File: config.mk
export PLATFORM = sky130hd
export DESIGN_NAME = dmem_responder
export DESIGN_NICKNAME = d
export VERILOG_FILES = /design/src/rtl/dmem_responder.sv
export SDC_FILE = /design/constraint.sdc
export NUM_CORES = 2
export LEC_CHECK = 0
export ABC_AREA = 1
export CORE_MARGIN = 2
export CORE_UTILIZATION = 35
export CTS_BUF_LIST = sky130_fd_sc_hd__clkbuf_8
export CTS_CLUSTER_DIAMETER = 30
export CTS_CLUSTER_SIZE = 16
export DETAILED_ROUTE_END_ITERATION = 8
export DONT_BUFFER_PORTS = 1
export SYNTH_ARGS = -nofsm -noshare
export SYNTH_HDL_FRONTEND = slang
export SYNTH_SLANG_ARGS = --single-unit
File: constraint.sdc
create_clock -name clk -period 10.2 [get_ports clk]
set_input_delay 2.04 -clock clk [delete_from_list [all_inputs] [get_ports clk]]
set_output_delay 2.04 -clock clk [all_outputs]
set_load 0.01 [all_outputs]
File: src/rtl/dmem_responder.sv
// dmem_responder: target end of a load/store port. Accepts one request at a
// time, waits LATENCY cycles, then presents a back-pressurable response.
// Little-endian 32-bit words, byte-enable stores, index wraps modulo DEPTH.
// Optional feature: define DMEM_ALIGN_CHECK_EN to reject accesses whose byte
// enables are not a naturally sized lane group at the addressed lane.
module dmem_responder #(
  parameter int    DEPTH     = 64,
  parameter int    LATENCY   = 2,
  parameter string INIT_FILE = ""
) (
  input  logic        clk,
  input  logic        reset,
  input  logic        req_valid,
  output logic        req_ready,
  input  logic        req_we,
  input  logic [31:0] req_addr,
  input  logic [31:0] req_wdata,
  input  logic [3:0]  req_be,
  output logic        resp_valid,
  input  logic        resp_ready,
  output logic [31:0] resp_rdata,
  output logic        resp_err
);

  localparam int CW = (LATENCY < 1) ? 1 : $clog2(LATENCY + 1);
  localparam int IW = (DEPTH < 2) ? 1 : $clog2(DEPTH);

  if (LATENCY < 1) begin : g_bad_latency
    $fatal(1, "dmem_responder: LATENCY must be >= 1");
  end

  typedef enum logic [1:0] {IDLE, WAIT, RESP} state_t;

  state_t        state, state_nxt;
  logic [31:0]   mem [DEPTH];
  logic [CW-1:0] cnt;
  logic          lat_we;
  logic [IW-1:0] lat_idx;
  logic [31:0]   lat_wdata;
  logic [3:0]    lat_be;
  logic [IW-1:0] req_idx;
  logic [31:0]   merged;
  logic          accept;
  logic          commit;
  logic          legal;

  assign req_idx    = IW'(req_addr[31:2] % DEPTH);
  assign req_ready  = (state == IDLE);
  assign resp_valid = (state == RESP);
  assign accept     = (state == IDLE) && req_valid;
  assign commit     = (state == WAIT) && (cnt == '0);

  // State register.
  always_ff @(posedge clk or posedge reset) begin
    if (reset) state <= IDLE;
    else       state <= state_nxt;
  end

  // Next-state logic: one transaction in flight, no request/response overlap.
  always_comb begin
    state_nxt = state;
    case (state)
      IDLE:    if (req_valid)  state_nxt = WAIT;
      WAIT:    if (cnt == '0)  state_nxt = RESP;
      RESP:    if (resp_ready) state_nxt = IDLE;
      default: state_nxt = IDLE;
    endcase
  end

  // Request latch, latency counter and registered response data.
  always_ff @(posedge clk or posedge reset) begin
    if (reset) begin
      cnt        <= '0;
      lat_we     <= 1'b0;
      lat_idx    <= '0;
      lat_wdata  <= '0;
      lat_be     <= '0;
      resp_rdata <= '0;
    end else begin
      if (accept) begin
        cnt       <= CW'(LATENCY - 1);
        lat_we    <= req_we;
        lat_idx   <= req_idx;
        lat_wdata <= req_wdata;
        lat_be    <= req_be;
      end else if ((state == WAIT) && (cnt != '0)) begin
        cnt <= cnt - 1'b1;
      end
      if (commit) resp_rdata <= legal ? merged : '0;
    end
  end

  // Word after applying the latched store's enabled bytes (loads pass through).
  always_comb begin
    merged = mem[lat_idx];
    for (int unsigned i = 0; i < 4; i++) begin
      if (lat_we && lat_be[i]) merged[8*i +: 8] = lat_wdata[8*i +: 8];
    end
  end

  // Memory array: not reset; store commits on the last WAIT edge only.
  always_ff @(posedge clk) begin
    if (commit && lat_we && legal) mem[lat_idx] <= merged;
  end

`ifdef DMEM_ALIGN_CHECK_EN
  logic req_legal;
  logic lat_legal;

  // Legal iff be is a byte/half/word lane group and addr[1:0] names its lowest lane.
  always_comb begin
    req_legal = 1'b0;
    case (req_be)
      4'b0001, 4'b0011, 4'b1111: req_legal = (req_addr[1:0] == 2'd0);
      4'b0010:                   req_legal = (req_addr[1:0] == 2'd1);
      4'b0100, 4'b1100:          req_legal = (req_addr[1:0] == 2'd2);
      4'b1000:                   req_legal = (req_addr[1:0] == 2'd3);
      default:                   req_legal = 1'b0;
    endcase
  end

  // Legality captured at acceptance; error flag registered with the response.
  always_ff @(posedge clk or posedge reset) begin
    if (reset) begin
      lat_legal <= 1'b0;
      resp_err  <= 1'b0;
    end else begin
      if (accept) lat_legal <= req_legal;
      if (commit) resp_err  <= ~lat_legal;
    end
  end

  assign legal = lat_legal;
`else
  logic unused_addr_lsb;
  assign unused_addr_lsb = ^req_addr[1:0];
  assign legal    = 1'b1;
  assign resp_err = 1'b0;
`endif

endmodule
==> run_results.csv <==
group,metric,value,unit
floorplan,start_util,0.352,
placed_design,place_area,0.0936,sq mm
finish,fillers,24153,
clock_network,cts-hold-fix-buffers,0,
sta,period_needed,5.33,ns
power_and_ir_drop,seqPwrFrac,0.376,
critical_path,path_cells,"buf_4 > buf_12 > nand2_1 > nand2_1 > nand2_1 > nand2_1 > nand2_1 > nand2_1 > nand2_1 > nand2_1 > inv_1 > nand3_1 > nand2_1 > inv_2 > buf_4",
finish,multi_input_area,0.0240,sq mm
finish,nets,9064,
logic_synthesis,ys_top_cells_by_area,"edfxtp_1 (69%), nand2_1 (24%), dfrtp_1 (2.2%), buf_2 (1.1%), clkbuf_1 (0.71%)",
critical_path,reg2reg_depth,15,
clock_network,cts_num_sinks,2127,
global_route,grt_pass1_wl,384000,um
logic_synthesis,synth_fp_nets,8880,
global_route,gr-usage-met3,0.0343,
global_route,grt.busiest_layer,"met2",
sta,slew_headroom,0.244,
finish,syn2layout_area_growth,15.3,%
logic_synthesis,syn_inst,8806,
critical_path,cpMaxStageDelayCell,"dfrtp_4",
sta,slew_violations,0,
sta,hold_viol,0,
logic_synthesis,ys_seq_area_frac,0.710,
clock_network,cts.clk_slew.worst_paths,0.05,ns
power_and_ir_drop,peakVddDrop,0.542,mV
power_and_ir_drop,clkPwrFrac,0.263,
power_and_ir_drop,p_switching,14.9,mW
critical_path,ff2ff_setup_slack,4.87,ns
logic_synthesis,yosys.area.top_type_share,0.688,
clock_network,cts_tree,"built",
min_path,hold_end,"lat_wdata[12]$_DFFE_PP0P_",
finish,final_layout_size_suffix_gt1_frac,0.107,
critical_path,end_kind,"flop",
logic_synthesis,syn_avg_cell_area,10.2,sq um
clock_network,clockBufferDepth,4,
placed_design,dp_cells,11904,
clock_network,numCtsBuffers,450,
sta,max_freq,188,MHz
logic_synthesis,yosysUniqueCellTypes,27,
critical_path,crit_required,10.92,ns
sta,fin_crit_sh,0.523,
clock_network,cts_max_level,5,
floorplan,die_y,509,um
sta,worstMarginPinSlew,1.13,ns
sta,rsz0062_at_grt,"no",
logic_synthesis,synth_edf_count,2048,
route,routed_via_density,4.85,
global_route,gr-usage-met2,0.319,
sta,skew,0.131,ns
finish,finalInstanceArea,0.103,sq mm
floorplan,dieArea,0.260,sq mm
critical_path,max_stage_delay,0.96,ns
route,post_drt_wl_per_cell,20.7,um
global_route,grt_antenna_before_repair,15,
route,drtIter0Drc,6341,
clock_network,cts.repair.resized,0,
power_and_ir_drop,powerDensity,352,mW/mm^2
global_route,grt_overflow_total,0,
route,vias,61720,
logic_synthesis,synth_flop_cell,"edfxtp_1",
clock_network,root_buffer,"clkbuf_8",
placed_design,place_congestion,0.822,
global_route,grt_max_degree,189,
logic_synthesis,synthArstFlopShare,0.0371,
run,drv_cap,0,
critical_path,reg2reg_from,"lat_idx[0]$_DFFE_PP0P_",
finish,register_area,0.0635,sq mm
finish,fin_cells,12727,
critical_path,cp-start-kind,"flop",
global_route,grt_use_total,0.200,
placed_design,dp_slack,5.10,ns
critical_path,startpoint,"lat_idx[0]$_DFFE_PP0P_",
floorplan,fp-row-count,185,
sta,worst_slack,4.87,ns
route,drc,0,
critical_path,criticalPathCategory,"reg -> reg",
logic_synthesis,synth-seq-cells,2127,
power_and_ir_drop,swShare,0.410,
logic_synthesis,synth_warnings,0,
route,drtPass1Iterations,5,
route,drt_wl_total,264000,um
floorplan,die_width,509,um
placed_design,dp_hpwl,137000,um
critical_path,critical_path.max_fanout,150,
global_route,grt_pass1_vias,58959,
min_path,worstHoldStart,"lat_wdata[12]$_DFFE_PP0P_",
power_and_ir_drop,p_comb_frac,0.360,
logic_synthesis,yosys.area.top_type,"edfxtp_1",
power_and_ir_drop,p_int,21.4,mW
placed_design,numPortBuffers,0,
critical_path,cpMostUsedCell,"nand2_1",
clock_network,clk_latency,1.12,ns
min_path,hp-class,"reg -> reg",
sta,setup_violations,0,
clock_network,post_cts_buffers,0,
global_route,met1_usage,0.260,
run_status,status,"finished, final reports clean",
sta,fin_tns_setup,0,ns
floorplan,io_pins,108,
min_path,hold_path_depth,1,
critical_path,worstPathArrival,6.05,ns
power_and_ir_drop,p_leak,43.2,nW
logic_synthesis,syn_area,0.0894,sq mm
critical_path,reg2reg_to,"mem[61][25]$_DFFE_PP_",
floorplan,fp.coreArea,0.254,sq mm
route,drtAntennaViolNets,0,
cell families (layout without fill, tap and decap cells):
kind of cell	Yosys count	count (layout)	synth area share
multiplexers	28	28	0.00353
AND/OR/NAND/NOR	6069	6069	0.257
AO/OA/AOI/OAI	34	34	0.00206
other	1	9	0.0000419
buffers and inverters	546	1093	0.0274
adder cells (fa/ha/maj)	1	1	0.000140
flip-flops	2127	2127	0.710
metrics by stage:
step | hold slack [ns] | util | power, mW
after global routing | 0.516 | 0.406 | 38.0
after global placement | 0.464 | 0.368 | 26.6
after detailed placement | 0.490 | 0.368 | 26.9
after CTS | 0.502 | 0.406 | 36.4
after floorplan | 0.452 | - | 21.0
final | 0.499 | 0.406 | 36.3
state kept, by name, indices dropped and copies added (netlist names):
register,flops
lat_idx,6
state,2
cnt,2
resp_rdata,32
lat_be,4
lat_we,1
lat_wdata,32
mem,2048
power by group through the flow:
stage	registers, mW	logic [mW]	clock network (mW)
floorplan	13.7	7.31	0
global placement	13.8	12.8	0
global route	13.7	14.3	10.1
detailed placement	13.8	13.0	0
finish	13.7	13.1	9.55
CTS	13.7	13.1	9.69
synthesized netlist by cell type, types with 23 or more instances:
| cell type | n |
|---|---|
| a21oi_1 | 23 |
| buf_1 | 40 |
| buf_2 | 190 |
| buf_4 | 28 |
| clkbuf_1 | 168 |
| dfrtp_1 | 79 |
| edfxtp_1 | 2048 |
| inv_1 | 107 |
| mux2_2 | 28 |
| nand2_1 | 5783 |
| nand3_1 | 91 |
| nor2_1 | 158 |
| or2_2 | 26 |
cells in the final DEF, fill, tap and decap left out, types with 2 or more instances in the layout:
master / netlist / layout
nand2_1: 5783 / 5782
edfxtp_1: 2048 / 2048
clkbuf_8: 0 / 458
buf_4: 28 / 155
inv_1: 107 / 145
nor2_1: 158 / 94
nand3_1: 91 / 90
clkinv_1: 1 / 82
clkinv_2: 0 / 81
dfrtp_1: 79 / 76
nor2_4: 0 / 64
bufinv_16: 0 / 56
clkinvlp_4: 0 / 45
inv_2: 4 / 32
mux2_2: 28 / 28
or2_2: 26 / 26
a21oi_1: 23 / 23
clkinv_4: 0 / 13
inv_6: 0 / 10
buf_12: 0 / 10
diode_2: 0 / 8
nor3_2: 1 / 7
o21ai_1: 5 / 5
o211ai_1: 4 / 4
inv_8: 0 / 3
dfrtp_4: 0 / 3
and2_2: 0 / 2
how the worst max path moves through the flow:
stage | end | slack [ns] | depth (start not counted)
3_3_place_gp | mem[58][0]$_DFFE_PP_ | 5.19 | 14
3_5_place_dp | mem[39][25]$_DFFE_PP_ | 5.10 | 15
2_1_floorplan | cnt[0]$_DFFE_PP0P_ | 6.14 | 1
5_1_grt | mem[58][25]$_DFFE_PP_ | 4.70 | 15
4_1_cts | mem[61][25]$_DFFE_PP_ | 5.03 | 15
6_report | mem[61][25]$_DFFE_PP_ | 4.87 | 15
area by class of cell:
cell class	instances	area share
Sequential cell	2127	0.616
Multi-Input combinational cell	6133	0.233
Clock inverter	357	0.0312
Antenna cell	8	0.000194
Inverter	113	0.00445
Tap cell	3366	0.0409
Timing Repair Buffer	165	0.0132
Clock buffer	458	0.0611
per-layer routing:
| layer | share of wire | wire length, um |
|---|---|---|
| met2 | 0.46 | 122000 |
| met1 | 0.40 | 106000 |
| met5 | 0.000049 | 13 |
| met4 | 0.055 | 14500 |
| met3 | 0.079 | 20900 |
critical path, delay by kind of cell (launching register included):
family / cells / cell delay (ns)
buf+inv: 5 / 2.27
simple gates: 10 / 1.30
flops: 1 / 0.96
Power figures use the tool's default switching activity.
